==> src/rtl/card_disp_pkg.sv <==
// Shared card codes, 7-segment glyph constants and the card-to-glyph decoder
// used by every display channel.
package card_disp_pkg;

  localparam logic [3:0] CARD_BLANK = 4'd0;
  localparam logic [3:0] CARD_ACE   = 4'd1;
  localparam logic [3:0] CARD_2     = 4'd2;
  localparam logic [3:0] CARD_3     = 4'd3;
  localparam logic [3:0] CARD_4     = 4'd4;
  localparam logic [3:0] CARD_5     = 4'd5;
  localparam logic [3:0] CARD_6     = 4'd6;
  localparam logic [3:0] CARD_7     = 4'd7;
  localparam logic [3:0] CARD_8     = 4'd8;
  localparam logic [3:0] CARD_9     = 4'd9;
  localparam logic [3:0] CARD_10    = 4'd10;
  localparam logic [3:0] CARD_JACK  = 4'd11;
  localparam logic [3:0] CARD_QUEEN = 4'd12;
  localparam logic [3:0] CARD_KING  = 4'd13;

  // Canonical segment order: bit6=a .. bit0=g
  localparam logic [6:0] SEG_BLANK = 7'b0000000;
  localparam logic [6:0] SEG_ACE   = 7'b1110111;
  localparam logic [6:0] SEG_2     = 7'b1101101;
  localparam logic [6:0] SEG_3     = 7'b1111001;
  localparam logic [6:0] SEG_4     = 7'b0110011;
  localparam logic [6:0] SEG_5     = 7'b1011011;
  localparam logic [6:0] SEG_6     = 7'b1011111;
  localparam logic [6:0] SEG_7     = 7'b1110000;
  localparam logic [6:0] SEG_8     = 7'b1111111;
  localparam logic [6:0] SEG_9     = 7'b1111011;
  localparam logic [6:0] SEG_10    = 7'b1111110;
  localparam logic [6:0] SEG_JACK  = 7'b0111100;
  localparam logic [6:0] SEG_QUEEN = 7'b1110011;
  localparam logic [6:0] SEG_KING  = 7'b0110111;

  function automatic logic [6:0] card_glyph(input logic [3:0] code);
    logic [6:0] seg;
    case (code)
      CARD_ACE:   seg = SEG_ACE;
      CARD_2:     seg = SEG_2;
      CARD_3:     seg = SEG_3;
      CARD_4:     seg = SEG_4;
      CARD_5:     seg = SEG_5;
      CARD_6:     seg = SEG_6;
      CARD_7:     seg = SEG_7;
      CARD_8:     seg = SEG_8;
      CARD_9:     seg = SEG_9;
      CARD_10:    seg = SEG_10;
      CARD_JACK:  seg = SEG_JACK;
      CARD_QUEEN: seg = SEG_QUEEN;
      CARD_KING:  seg = SEG_KING;
      default:    seg = SEG_BLANK;
    endcase
    return seg;
  endfunction

  function automatic logic is_card(input logic [3:0] code);
    return (code >= CARD_ACE) && (code <= CARD_KING);
  endfunction

endpackage

==> src/rtl/card_display_ctrl_if.sv <==
// Card-register side and HEX-pin side signals of the card display driver.
interface card_display_ctrl_if #(parameter int NCH = 3);
  logic [NCH-1:0]   load;
  logic [4*NCH-1:0] card_in;
  logic             clear;
  logic [NCH-1:0]   blink_en;
  logic [NCH-1:0]   valid;
  logic [7*NCH-1:0] hex_out;

  modport master (output load, card_in, clear, blink_en, input valid, hex_out);
  modport slave  (input load, card_in, clear, blink_en, output valid, hex_out);
endinterface

==> src/rtl/card_disp_chan.sv <==
// One display digit: latched card code, deal-flash counter, blink gating and
// the registered segment output with polarity/bit-order mapping.
module card_disp_chan
  import card_disp_pkg::*;
#(
  parameter int FLASH_TICKS = 4,
  parameter int ACTIVE_LOW  = 0,
  parameter int BIT0_IS_A   = 0
) (
  input  logic       slow_clock,
  input  logic       resetb,
  input  logic       clear,
  input  logic       load,
  input  logic [3:0] card,
  input  logic       blink_en,
  input  logic       tick,
  input  logic       phase,
  output logic       valid,
  output logic [6:0] hex
);

  localparam int FW = (FLASH_TICKS < 1) ? 1 : $clog2(FLASH_TICKS + 1);
  localparam logic [6:0] SEG_OFF = (ACTIVE_LOW != 0) ? 7'h7F : 7'h00;

  logic [3:0]    card_q;
  logic [FW-1:0] flash_cnt;
  logic [6:0]    gated;
  logic [6:0]    ordered;
  logic [6:0]    hex_d;
  logic          visible;

  always_ff @(posedge slow_clock) begin
    if (!resetb) begin
      card_q    <= CARD_BLANK;
      flash_cnt <= '0;
    end else if (clear) begin
      card_q    <= CARD_BLANK;
      flash_cnt <= '0;
    end else if (load) begin
      card_q    <= card;
      flash_cnt <= is_card(card) ? FW'(FLASH_TICKS) : '0;
    end else if (tick && (flash_cnt != '0)) begin
      flash_cnt <= flash_cnt - FW'(1);
    end
  end

  // A flashing or blinking digit is only lit during the high blink phase
  always_comb begin
    visible = ((flash_cnt == '0) && !blink_en) || phase;
    gated   = visible ? card_glyph(card_q) : SEG_BLANK;
    ordered = gated;
    if (BIT0_IS_A != 0) begin
      for (int i = 0; i < 7; i++) ordered[i] = gated[6-i];
    end
    hex_d = (ACTIVE_LOW != 0) ? ~ordered : ordered;
  end

  always_ff @(posedge slow_clock) begin
    if (!resetb) begin
      hex   <= SEG_OFF;
      valid <= 1'b0;
    end else begin
      hex   <= hex_d;
      valid <= is_card(card_q);
    end
  end

endmodule

==> src/rtl/card_display_ctrl.sv <==
// N-channel registered card display driver: shared blink timebase plus one
// card_disp_chan per digit.
module card_display_ctrl
  import card_disp_pkg::*;
#(
  parameter int NCH         = 3,
  parameter int BLINK_DIV   = 4,
  parameter int FLASH_TICKS = 4,
  parameter int ACTIVE_LOW  = 0,
  parameter int BIT0_IS_A   = 0
) (
  input  logic           slow_clock,
  input  logic           resetb,
  card_display_ctrl_if.slave bus
);

  localparam int DW = $clog2(BLINK_DIV);

  logic [DW-1:0]  div_cnt;
  logic           phase;
  logic           tick;
  logic [NCH-1:0] load_eff;

  assign tick = (div_cnt == DW'(BLINK_DIV - 1));

  // Timebase free-runs through clear so blink rhythm is not disturbed by a new hand
  always_ff @(posedge slow_clock) begin
    if (!resetb) begin
      div_cnt <= '0;
      phase   <= 1'b0;
    end else if (tick) begin
      div_cnt <= '0;
      phase   <= ~phase;
    end else begin
      div_cnt <= div_cnt + DW'(1);
    end
  end

  assign load_eff = bus.load & ~{NCH{bus.clear}};

  for (genvar i = 0; i < NCH; i++) begin : g_chan
    card_disp_chan #(
      .FLASH_TICKS (FLASH_TICKS),
      .ACTIVE_LOW  (ACTIVE_LOW),
      .BIT0_IS_A   (BIT0_IS_A)
    ) u_chan (
      .slow_clock (slow_clock),
      .resetb     (resetb),
      .clear      (bus.clear),
      .load       (load_eff[i]),
      .card       (bus.card_in[4*i +: 4]),
      .blink_en   (bus.blink_en[i]),
      .tick       (tick),
      .phase      (phase),
      .valid      (bus.valid[i]),
      .hex        (bus.hex_out[7*i +: 7])
    );
  end

endmodule

==> src/flat_wrapper.sv <==
// flat-port wrapper written by rule: the top's interface ports become plain ports
module card_display_ctrl_flat import card_disp_pkg::*;
#(
  parameter int NCH         = 3,
  parameter int BLINK_DIV   = 4,
  parameter int FLASH_TICKS = 4,
  parameter int ACTIVE_LOW  = 0,
  parameter int BIT0_IS_A   = 0
)
  (slow_clock, resetb, bus_load, bus_card_in, bus_clear, bus_blink_en, bus_valid, bus_hex_out);
  card_display_ctrl_if #(.NCH(NCH)) bus_i ();
  input  logic slow_clock;
  input  logic resetb;
  input wire logic [$bits(bus_i.load)-1:0] bus_load;
  input wire logic [$bits(bus_i.card_in)-1:0] bus_card_in;
  input wire logic [$bits(bus_i.clear)-1:0] bus_clear;
  input wire logic [$bits(bus_i.blink_en)-1:0] bus_blink_en;
  output wire logic [$bits(bus_i.valid)-1:0] bus_valid;
  output wire logic [$bits(bus_i.hex_out)-1:0] bus_hex_out;
  assign bus_i.load = bus_load;
  assign bus_i.card_in = bus_card_in;
  assign bus_i.clear = bus_clear;
  assign bus_i.blink_en = bus_blink_en;
  assign bus_valid = bus_i.valid;
  assign bus_hex_out = bus_i.hex_out;
  card_display_ctrl #(.NCH(NCH), .BLINK_DIV(BLINK_DIV), .FLASH_TICKS(FLASH_TICKS), .ACTIVE_LOW(ACTIVE_LOW), .BIT0_IS_A(BIT0_IS_A)) u_core (.slow_clock(slow_clock), .resetb(resetb), .bus(bus_i));
endmodule
==> config.mk <==
export PLATFORM = sky130hd
export DESIGN_NAME = card_display_ctrl_flat
export DESIGN_NICKNAME = d
export VERILOG_FILES = /design/src/rtl/card_disp_pkg.sv /design/src/rtl/card_display_ctrl_if.sv /design/src/rtl/card_disp_chan.sv /design/src/rtl/card_display_ctrl.sv /design/src/flat_wrapper.sv
export SDC_FILE = /design/constraint.sdc
export NUM_CORES = 1
export LEC_CHECK = 0
export CORE_MARGIN = 3
export CORE_UTILIZATION = 54
export CTS_CLUSTER_DIAMETER = 200
export DETAILED_ROUTE_END_ITERATION = 10
export PLACE_DENSITY = 0.93
export SLEW_MARGIN = 20
export SYNTH_ARGS = -nofsm -noshare
export SYNTH_HDL_FRONTEND = slang
export SYNTH_SLANG_ARGS = --single-unit
export TNS_END_PERCENT = 1
==> constraint.sdc <==
create_clock -name slow_clock -period 2.4 [get_ports slow_clock]
set_input_delay 0.6 -clock slow_clock [delete_from_list [all_inputs] [get_ports slow_clock]]
set_output_delay 0.6 -clock slow_clock [all_outputs]
set_load 0.01 [all_outputs]
Word level (Yosys, flattened, before mapping)
Memories as Yosys holds them, arrays and structs flattened. A register that Yosys moved wholly into a read port is not among the register bits.
Index checks and enable logic that the tools add are counted.
{"block": "classes", "bitwise_logic": 4, "n_div": 0, "addsub": 4, "eq_ne": 1, "n_shift": 0, "n_lt_le_gt_ge": 12, "mux": 9, "n_reduce_logical": 35, "mul": 0}
{"operator": "3-bit two-way mux", "count": 9}
{"operator": "4-bit by 1-bit greater-or-equal comparator with 1-bit output (second input constant)", "count": 6}
{"operator": "4-bit <= comparator (second input constant)", "count": 6}
{"operator": "1-bit logical AND", "count": 12}
{"operator": "3-bit logical NOT", "count": 3}
{"operator": "3-bit nonzero test", "count": 3}
{"operator": "3-bit by 1-bit subtractor with 3-bit output (second input constant)", "count": 3}
{"operator": "1-bit logical NOT", "count": 6}
{"operator": "2-bit AND reduction", "count": 3}
{"operator": "2-bit nonzero test", "count": 3}
{"operator": "2-bit OR reduction", "count": 2}
{"operator": "3-bit AND", "count": 1}
{"operator": "1-bit logical OR", "count": 3}
{"operator": "3-bit inverter", "count": 1}
{"operator": "2-bit by 1-bit adder with 2-bit output (second input constant)", "count": 1}
{"operator": "2-bit equality test (second input constant)", "count": 1}
{"operator": "1-bit inverter", "count": 2}
{"block": "totals", "mem_bits_rw": 0, "in_bits": 21, "word_cells": 79, "output_inout_bits": 24, "latchBits": 0, "rom_bits": 336, "memories": 3, "reg_bits": 27}
{"memory": "(name not given)", "depth": 16, "width": 7, "rd": 1, "rd_clocked_by_memory_dff": 1, "write_ports": 0, "line_no": "card_disp_pkg.sv:38", "source": "case (code)"}
{"memory": "(name not given)", "depth": 16, "width": 7, "rd": 1, "rd_clocked_by_memory_dff": 1, "write_ports": 0, "line_no": "card_disp_pkg.sv:38"}
{"memory": "(name not given)", "depth": 16, "width": 7, "rd": 1, "rd_clocked_by_memory_dff": 1, "write_ports": 0, "line_no": "card_disp_pkg.sv:38"}

Logic depth before layout (Yosys ltp)
Gate-level depths: netlist of run 1.
{"block": "logic_depth", "word_depth": 5, "ltp_mapped": 5}

Hierarchy
A second synthesis of run 1 with hierarchy kept.
{"block": "hier_totals", "cells_unflattened": 268, "hier_area_um2": 2521.2}
{"mod": "card_disp_chan at u_core.g_chan[1].u_chan", "area_per_inst_um2": 804.5, "seq_area_each_um2": 300.3, "n_inst": 1, "cells_per_inst": 85}
{"mod": "card_disp_chan at u_core.g_chan[0].u_chan", "area_per_inst_um2": 793.3, "seq_area_each_um2": 300.3, "n_inst": 1, "cells_per_inst": 83}
{"mod": "card_disp_chan at u_core.g_chan[2].u_chan", "area_per_inst_um2": 787.0, "seq_area_each_um2": 300.3, "n_inst": 1, "cells_per_inst": 88}
{"mod": "card_display_ctrl", "area_per_inst_um2": 136.4, "seq_area_each_um2": 60.1, "n_inst": 1, "cells_per_inst": 12}

Worst setup path after synthesis of run 1
No wires, ideal clock.
{"block": "synth_timing", "path_type": "input port to flip-flop", "from": "input port bus_card_in[3]", "to": "register u_core.g_chan[0].u_chan.flash_cnt[2]", "path_stages": 3, "arrival_ps": 1248, "slack_ps": 1034, "setup_ps": 118, "path_buffers": 0, "path_cell_list": "or4_1 -> nand4_1 -> o21ai_1"}
{"block": "synth_between", "elab_chain_len": 4}
{"item": "start: declaration", "line_no": "flat_wrapper.sv:15", "source": "input wire logic [$bits(bus_i.card_in)-1:0] bus_card_in;"}
{"item": "4-bit by 1-bit greater-or-equal comparator with 1-bit output / 4-bit <= comparator (equally long branches)", "line_no": "card_disp_pkg.sv:58", "source": "return (code >= CARD_ACE) && (code <= CARD_KING);"}
{"item": "1-bit logical AND *", "line_no": "card_disp_pkg.sv:58"}
{"item": "3-bit two-way mux *", "line_no": "card_disp_chan.sv:41", "source": "flash_cnt <= is_card(card) ? FW'(FLASH_TICKS) : '0;"}
{"item": "3-bit two-way mux *", "line_no": "card_disp_chan.sv:39", "source": "end else if (load) begin"}
{"item": "end signal: assignment", "line_no": "card_disp_chan.sv:41"}
{"item": "end signal: assignment", "line_no": "card_disp_chan.sv:43", "source": "flash_cnt <= flash_cnt - FW'(1);"}
{"item": "end: declaration", "line_no": "card_disp_chan.sv:26", "source": "logic [FW-1:0] flash_cnt;"}
Every way passes the cells marked *; elsewhere a longest branch is shown, timed or not.
A chain may end at the register's enable or synchronous reset.

Worst setup path after layout of run 1
{"block": "layout_timing", "from": "input port resetb", "to": "register u_core.g_chan[0].u_chan.flash_cnt[1]"}
{"block": "layout_between", "elab_chain_len": 2}
{"item": "start: declaration", "line_no": "flat_wrapper.sv:13", "source": "input logic resetb;"}
{"item": "1-bit inverter (no line)"}
{"item": "2-bit OR reduction (no line)"}
Every way passes these cells.

==> flow_summary.json, run 1 <==
{
  "drcViolationCount": 0,
  "syn_area_per_cell_um2": 9.06,
  "cts_resized": 0,
  "rsz0062_at_grt": "false",
  "timing.final.crit_share_pct": 75.0,
  "cts_hold_buf": 0,
  "num_rows": 24,
  "netlist_area_mm2": 0.00250,
  "slew_headroom_pct": 59.2,
  "ant_nets": 0,
  "synth_top_area_share_pct": 38.4,
  "totalPowerFinal_mw": 1.65,
  "instances_no_fill": 358,
  "comb_power_share_pct": 13.6,
  "yosysWarnings": 0,
  "grt_overflow": 0,
  "worst_pin_slew_ns": 0.612,
  "finalSetupViolations": 0,
  "critical_path.startpoint": "resetb",
  "layout.nets": 351,
  "drive_above_1_share_pct": 3.27,
  "cp.required_ns": 2.61,
  "initial_core_util_pct": 56.6,
  "core_mm2": 0.00441,
  "p_int_mw": 1.26,
  "ir_drop_v": 0.000345,
  "ys_ff_latch": 48,
  "timing.rr.end": "u_core.g_chan[1].u_chan.hex[2]$_SDFF_PN0_",
  "clock_latency_ns": 0.30,
  "power.density_mw_per_mm2": 553,
  "preCtsSetupSlack_ns": 0.279,
  "grt_max_degree": 19,
  "cp_data_arrival_time_ns": 2.01,
  "numCtsBuffers": 5,
  "die_h_um": 74.0,
  "hold_path_class": "flop to flop",
  "timing.final.max_slew_violations": 0,
  "p_leak_nw": 1.15,
  "synth_seq_area_share_pct": 38.4,
  "ys_async_sr_fraction_pct": 0,
  "r2r_cells": 5,
  "die-area_mm2": 0.00548,
  "netSwitchingFraction_pct": 23.9,
  "clkSlewWorstSetupHoldPaths_ns": 0.08,
  "path_max_fanout": 11,
  "drv_cap": 0,
  "grt_pass1_wl_mm": 8.31,
  "areaGrowthSynthToFinish_pct": 19.7,
  "synth_nets": 322,
  "cts_tree": "done",
  "pwr-share-seq_pct": 52.0,
  "layout_min_cycle_time_ns": 1.80,
  "synthFlopType": "dfxtp_1",
  "h-tree-depth": 2,
  "pwr-share-clk_pct": 34.5,
  "path_class": "primary input to flop",
  "p_sw_uw": 395,
  "syn_inst": 276,
  "dp_hpwl_mm": 3.54,
  "place_inst": 350,
  "antenna_found_initial": 0,
  "cp-end-kind": "flop",
  "grt_pass1_vias": 1895,
  "via_per_inst": 5.61,
  "tns_ns": 0,
  "synth_most_common_cell": "dfxtp_1",
  "synth-edff-count": 0,
  "cts_sinks": 48,
  "drt-initial-drc-count": 99,
  "rr_startpoint": "u_core.g_chan[1].u_chan.card_q[1]$_SDFFE_PP0P_",
  "yosys.area.top_type": "dfxtp_1",
  "routed_wl_mm": 4.94,
  "diodes": 0,
  "drtPass1Iterations": 4,
  "post_drt_wl_per_cell_um": 13.8,
  "vias": 2008,
  "synth_commonest_cells": "dfxtp_1 (48), nor2_1 (27), ha_1 (25)",
  "cts-root-buf": "clkbuf_8",
  "synth.distinct_cells": 33,
  "gp_congestion": 0.796,
  "grt_usage_pct": 19.5,
  "synth_area_leaders": "dfxtp_1 (38%), ha_1 (13%), mux2i_1 (6.0%)",
  "start_kind": "primary input",
  "clockBufferDepth": 2,
  "setup_slack_ns": 0.600,
  "hold_violations": 0,
  "post-cts-setup-buffers": 0,
  "endpoint": "u_core.g_chan[0].u_chan.flash_cnt[1]$_SDFFE_PP0P_",
  "die_width_um": 74.0,
  "clock-skew-final_ns": 0.00488,
  "status": "completed",
  "worst_hold_slack_ns": 0.442,
  "port_buffers": 44,
  "rrSetupSlack_ns": 0.76,
  "ios": 45,
  "max_clock_freq_mhz": 555
}
[worst min path at each step]
stage,startpoint,endpoint,depth (start not counted)
floorplan,u_core.div_cnt[0]$_SDFF_PP0_,u_core.div_cnt[0]$_SDFF_PP0_,1
global placement,u_core.div_cnt[0]$_SDFF_PP0_,u_core.div_cnt[0]$_SDFF_PP0_,1
detailed placement,u_core.div_cnt[0]$_SDFF_PP0_,u_core.div_cnt[0]$_SDFF_PP0_,1
CTS,u_core.div_cnt[0]$_SDFF_PP0_,u_core.div_cnt[0]$_SDFF_PP0_,1
global route,u_core.div_cnt[0]$_SDFF_PP0_,u_core.div_cnt[0]$_SDFF_PP0_,1
finish,u_core.div_cnt[0]$_SDFF_PP0_,u_core.div_cnt[0]$_SDFF_PP0_,1
[layout make-up]
class,instances,area [um^2]
clock inverter,2,35.0
clock buffer,6,72.6
tap,52,65.1
timing repair buffer,44,440
multi-input combinational,194,1370
sequential,48,961
fill,341,1420
inverter,12,45.0
[worst max-delay path: stages]
cell	delay, ns
clkdlybuf4s50_1	0.68
and2b_1	0.32
nand2b_1	0.13
a311oi_1	0.28
[layout by cell type, fill, tap and decap left out, types with 4 or more instances in the layout]
cell,n
a21oi_1,22
nand3_1,6
dfxtp_1,48
nor2_1,27
ha_1,25
nand2_1,13
a311oi_1,9
nor2b_1,9
a211oi_1,9
nand2b_1,12
clkbuf_8,5
mux2i_1,15
inv_1,12
nand3b_1,6
a21o_1,4
o21a_1,6
o21ai_1,6
clkdlybuf4s50_1,44
[per-layer routing]
metal	global-route usage (%)	vias to the layer above	wire length, um
met5	0	-	0
met4	10.1	0	106
met3	4.86	7	226
met2	32.2	53	2430
met1	23.5	935	2170
li1	-	1013	-
[registers in the layout (all words and copies together), names as in the netlist]
| name | flops |
|---|---|
| u_core.g_chan.u_chan.valid | 3 |
| u_core.g_chan.u_chan.hex | 21 |
| u_core.g_chan.u_chan.flash_cnt | 9 |
| u_core.g_chan.u_chan.card_q | 12 |
| u_core.div_cnt | 2 |
| u_core.phase | 1 |
[through the flow]
stage | cell area (um^2) | utilization (%)
after floorplan | 2500 | -
after global placement | 2880 | 65.3
after detailed placement | 2880 | 65.3
after CTS | 2990 | 67.8
after global routing | 2990 | 67.8
final | 2990 | 67.8
[power groups by stage]
stage / logic [mW] / clock network (mW) / registers (mW)
2_1_floorplan: 0.144 / 0 / 0.868
3_3_place_gp: 0.215 / 0 / 0.876
3_5_place_dp: 0.222 / 0 / 0.878
4_1_cts: 0.225 / 0.587 / 0.859
5_1_grt: 0.247 / 0.616 / 0.866
6_report: 0.224 / 0.570 / 0.859
[cells by family after synthesis]
| group | count (synthesis) | share of synthesized area, % |
|---|---|---|
| AO/OA/AOI/OAI | 63 | 16.5 |
| AND/OR/NAND/NOR | 90 | 19.5 |
| multiplexers | 15 | 6.01 |
| XOR/XNOR | 1 | 0.350 |
| adder cells (fa/ha/maj) | 25 | 12.5 |
| flip-flops | 48 | 38.4 |
| buffers and inverters | 34 | 6.66 |
No activity file was read; power rests on OpenSTA's default activity.
==> inputs of run 2 (changes only) <==
Settings changed: CORE_UTILIZATION 54 to 47, PLACE_DENSITY 0.93 to 0.87.
Clock period 2.4 ns to 1.5 ns, I/O delays scaled along.
==> flow_summary.json, run 2 (synthesis results as in run 1) <==
{
  "ant_nets": 0,
  "drt-initial-drc-count": 90,
  "clockBufferDepth": 2,
  "r2r_cells": 6,
  "cp-end-kind": "flop",
  "setup_slack_ns": 0.0945,
  "cp.required_ns": 1.74,
  "cts-root-buf": "clkbuf_8",
  "cp_data_arrival_time_ns": 1.65,
  "grt_overflow": 0,
  "clock_latency_ns": 0.30,
  "via_per_inst": 5.22,
  "final_common_cell": "dfxtp_1",
  "timing.final.max_slew_violations": 0,
  "drv_cap": 0,
  "path_class": "primary input to flop",
  "whs_path_depth": 1,
  "diodes": 0,
  "clkSlewWorstSetupHoldPaths_ns": 0.09,
  "post-route-util_pct": 65.8,
  "p_leak_nw": 1.44,
  "core_mm2": 0.00494,
  "largest-register": "u_core.g_chan.u_chan.hex",
  "grt_pass1_wl_mm": 9.44,
  "die-area_mm2": 0.00623,
  "slew_headroom_pct": 63.6,
  "cts_tree": "done",
  "reg_top3": "u_core.g_chan.u_chan.hex: 21 flops, u_core.g_chan.u_chan.card_q: 12 flops, u_core.g_chan.u_chan.flash_cnt: 9 flops",
  "layout_min_cycle_time_ns": 1.41,
  "grt_max_degree": 19,
  "drtPass1Iterations": 4,
  "max_clock_freq_mhz": 712,
  "num_rows": 25,
  "cts_hold_buf": 0,
  "h-tree-depth": 2,
  "preCtsSetupSlack_ns": -0.189,
  "ios": 45,
  "rsz0062_at_grt": "true",
  "power.density_mw_per_mm2": 772,
  "cts_sinks": 48,
  "status": "completed",
  "start_kind": "primary input",
  "stdcell_area_mm2": 0.00325,
  "die_h_um": 78.9,
  "final_cell_mix": "dfxtp_1 (48), buf_4 (39), nor2_1 (27)",
  "routed_wl_mm": 5.43,
  "instances_no_fill": 411,
  "antenna_found_initial": 0,
  "finalSetupViolations": 0,
  "worst_hold_slack_ns": 0.441,
  "place_inst": 404,
  "die_width_um": 78.9,
  "gp_congestion": 0.830,
  "layout.nets": 390,
  "clock-skew-final_ns": 0.00890,
  "post_drt_wl_per_cell_um": 13.2,
  "path_max_fanout": 6,
  "largest_register_ffs": 21,
  "worst_pin_slew_ns": 0.545,
  "grt_pass1_vias": 2099,
  "hold_violations": 0,
  "numCtsBuffers": 5,
  "areaGrowthSynthToFinish_pct": 30.2,
  "timing.final.crit_share_pct": 93.7,
  "port_buffers": 44,
  "drive_above_1_share_pct": 14.8,
  "drcViolationCount": 0,
  "dp_hpwl_mm": 4.16,
  "grt_usage_pct": 18.9,
  "initial_core_util_pct": 50.6,
  "vias": 2146,
  "place_area_mm2": 0.00320,
  "hold_path_class": "flop to flop",
  "ir_drop_v": 0.000387
}
==> run 2: cell count changes in the layout (fill, tap and decap cells not counted) <==
cell             before  now
buf_4                 0   39
clkdlybuf4s50_1      44   20
dlygate4sd2_1         0   24
o21ai_1               6    3
o21ai_2               0    3
bufinv_16             1    0
==> run 2: timing repair <==
item                       4_1_cts  5_1_grt
gates resized for setup         25        2
setup endpoints to repair       26        9
setup buffers                    0        0
==> run 2: worst paths after layout <==
check                                                    start                                                 to  slack [ns]
max                                                     resetb  u_core.g_chan[0].u_chan.flash_cnt[2]$_SDFFE_PP0P_        0.09
min                               u_core.div_cnt[0]$_SDFF_PP0_                       u_core.div_cnt[0]$_SDFF_PP0_        0.44
max reg2reg  u_core.g_chan[1].u_chan.flash_cnt[0]$_SDFFE_PP0P_          u_core.g_chan[1].u_chan.hex[0]$_SDFF_PN0_        0.13
min reg2reg                       u_core.div_cnt[0]$_SDFF_PP0_                       u_core.div_cnt[0]$_SDFF_PP0_        0.44
==> run 2: routing by layer <==
layer  vias to the layer above  wire length, um  GRT usage [%]
met5                         -                0              0
met4                         0              116           7.56
met3                        10              241           3.85
met2                        57             2660           32.3
met1                       993             2420           23.1
li1                       1086                -              -
==> run 2: layout make-up <==
cell class	instances	area (um^2)
sequential	48	961
clock inverter	1	5.00
clock buffer	6	72.6
inverter	12	45.0
timing repair buffer	83	703
fill	442	1690
multi-input combinational	194	1380
tap	67	83.8
==> run 2: worst max-delay path: stages <==
cell and delay, ns:
clkdlybuf4s50_1 0.58, and2b_1 0.30, nand2b_1 0.12, buf_4 0.15
o21ai_1 0.12
==> run 2: power by group <==
part | switching, mW | internal (mW) | leakage, nW
Combinational | 0.201 | 0.232 | 1.01
Clock | 0.405 | 0.318 | 0.0410
Sequential | 0.0313 | 1.32 | 0.391
Total | 0.638 | 1.87 | 1.44
==> run 2: per-stage QoR <==
stage | total power, mW | TNS (ns)
6_report | 2.51 | 0
5_1_grt | 2.65 | -0.0363
4_1_cts | 2.54 | 0
3_5_place_dp | 1.83 | -4.75
3_3_place_gp | 1.82 | -4.11
2_1_floorplan | 1.62 | 0
==> inputs of run 3 (changes only) <==
Settings changed: CORE_UTILIZATION 47 to 55, PLACE_DENSITY 0.87 to 0.94.
Clock period 1.5 ns to 1.78 ns, I/O delays scaled along.
==> flow_summary.json, run 3 (synthesis results as in run 1) <==
{
  "slowest_stage": "clkdlybuf4s50_1",
  "path_max_fanout": 1,
  "preCtsSetupSlack_ns": 0.00310,
  "layout.nets": 358,
  "clockBufferDepth": 2,
  "ant_nets": 0,
  "p_leak_nw": 1.18,
  "rr_startpoint": "u_core.g_chan[2].u_chan.card_q[0]$_SDFFE_PP0P_",
  "hold_start": "u_core.div_cnt[0]$_SDFF_PP0_",
  "stdcell_area_mm2": 0.00302,
  "cts-root-buf": "clkbuf_8",
  "die_width_um": 73.4,
  "cp_slowest_stage_delay_ns": 0.53,
  "post_drt_wl_per_cell_um": 13.3,
  "final_common_cell": "dfxtp_1",
  "instances_no_fill": 363,
  "drive_above_1_share_pct": 5.11,
  "post-cts-setup-buffers": 0,
  "cp_data_arrival_time_ns": 1.15,
  "rsz0062_at_grt": "false",
  "cp-end-kind": "primary output",
  "path_class": "flop to primary output",
  "fillers": 311,
  "grt_pass1_wl_mm": 8.02,
  "finalSetupViolations": 0,
  "cts_sinks": 48,
  "netSwitchingFraction_pct": 24.5,
  "die-area_mm2": 0.00539,
  "antenna_found_initial": 0,
  "cp_top_family": "buffers and inverters",
  "regArea_um2": 961,
  "core_mm2": 0.00420,
  "drv_cap": 0,
  "vias": 2035,
  "comb_power_share_pct": 14.9,
  "multi_input_area_mm2": 0.00137,
  "drt-initial-drc-count": 105,
  "largest_register_ffs": 21,
  "routed_wl_mm": 4.84,
  "cts_resized": 0,
  "die_h_um": 73.4,
  "ios": 45,
  "timing.final.crit_share_pct": 89.5,
  "clkSlewWorstSetupHoldPaths_ns": 0.08,
  "setup_slack_ns": 0.187,
  "clock-skew-final_ns": 0.00612,
  "layout_min_cycle_time_ns": 1.59,
  "post-route-util_pct": 72.0,
  "crit_buf_inv": 1,
  "clock_latency_ns": 0.30,
  "grt_max_degree": 19,
  "worst_pin_slew_ns": 0.542,
  "place_area_mm2": 0.00293,
  "num_rows": 23,
  "tns_ns": 0,
  "start_kind": "flop",
  "pwr-share-clk_pct": 30.9,
  "cts_hold_buf": 0,
  "initial_core_util_pct": 59.5,
  "numCtsBuffers": 5,
  "cts_tree": "done",
  "largest-register": "u_core.g_chan.u_chan.hex",
  "pwr-share-seq_pct": 54.2,
  "grt_usage_pct": 18.8,
  "critical_path.startpoint": "u_core.g_chan[0].u_chan.hex[3]$_SDFF_PN0_",
  "path_cells": "clkdlybuf4s50_1",
  "diodes": 0,
  "status": "completed",
  "grt_pass1_vias": 1867,
  "timing.final.max_slew_violations": 0,
  "drcViolationCount": 0,
  "port_buffers": 44,
  "p_sw_uw": 522,
  "worst_hold_slack_ns": 0.431,
  "cp.required_ns": 1.33,
  "reg_top3": "u_core.g_chan.u_chan.hex: 21 flops, u_core.g_chan.u_chan.card_q: 12 flops, u_core.g_chan.u_chan.flash_cnt: 9 flops",
  "final_cell_mix": "dfxtp_1 (48), clkdlybuf4s50_1 (44), nor2_1 (27)",
  "max_clock_freq_mhz": 628,
  "dp_hpwl_mm": 3.61,
  "hold_violations": 0,
  "drtPass1Iterations": 4,
  "via_per_inst": 5.61,
  "power.density_mw_per_mm2": 703,
  "grt_overflow": 0,
  "slew_headroom_pct": 63.8,
  "ir_drop_v": 0.000407,
  "p_int_mw": 1.60,
  "totalPowerFinal_mw": 2.13,
  "place_inst": 355,
  "hold_path_class": "flop to flop",
  "gp_congestion": 0.763,
  "areaGrowthSynthToFinish_pct": 21.0,
  "h-tree-depth": 2
}
run 3: cell count changes in the layout (fill, tap and decap cells not counted), sizes merged:
cell,delta
buf,-32
clkdlybuf4s50,+24
dlygate4sd2,-24
clkbuf,+2
clkinv,-1
run 3: area by class of cell:
cell class                 count  share of cell area, %
timing repair buffer          51                   16.3
inverter                      12                   1.49
clock buffer                   8                   2.98
multi-input combinational    194                   45.4
tap                           50                   2.07
sequential                    48                   31.8
run 3: final timing paths:
kind / end / slack [ns] / depth (start not counted)
max: bus_hex_out[3] / 0.19 / 1
min: u_core.div_cnt[0]$_SDFF_PP0_ / 0.43 / 1
max reg2reg: u_core.g_chan[2].u_chan.hex[2]$_SDFF_PN0_ / 0.26 / 5
min reg2reg: u_core.div_cnt[0]$_SDFF_PP0_ / 0.43 / 1
run 3: per-layer routing:
layer  GRT usage (%)  up-vias  part of all wire (%)
met4            7.04        0                   1.6
met3            5.20       10                   5.7
met5               0        -                     0
met2            32.1       59                    50
met1            22.4      942                    43
li1                -     1024                     -
run 3: power by group through the flow:
| stage | Clock, mW | Sequential, mW | Combinational [mW] |
|---|---|---|---|
| floorplan | 0 | 1.17 | 0.195 |
| global placement | 0 | 1.17 | 0.306 |
| finish | 0.658 | 1.15 | 0.317 |
| CTS | 0.669 | 1.15 | 0.319 |
| global route | 0.709 | 1.16 | 0.347 |
| detailed placement | 0 | 1.18 | 0.316 |
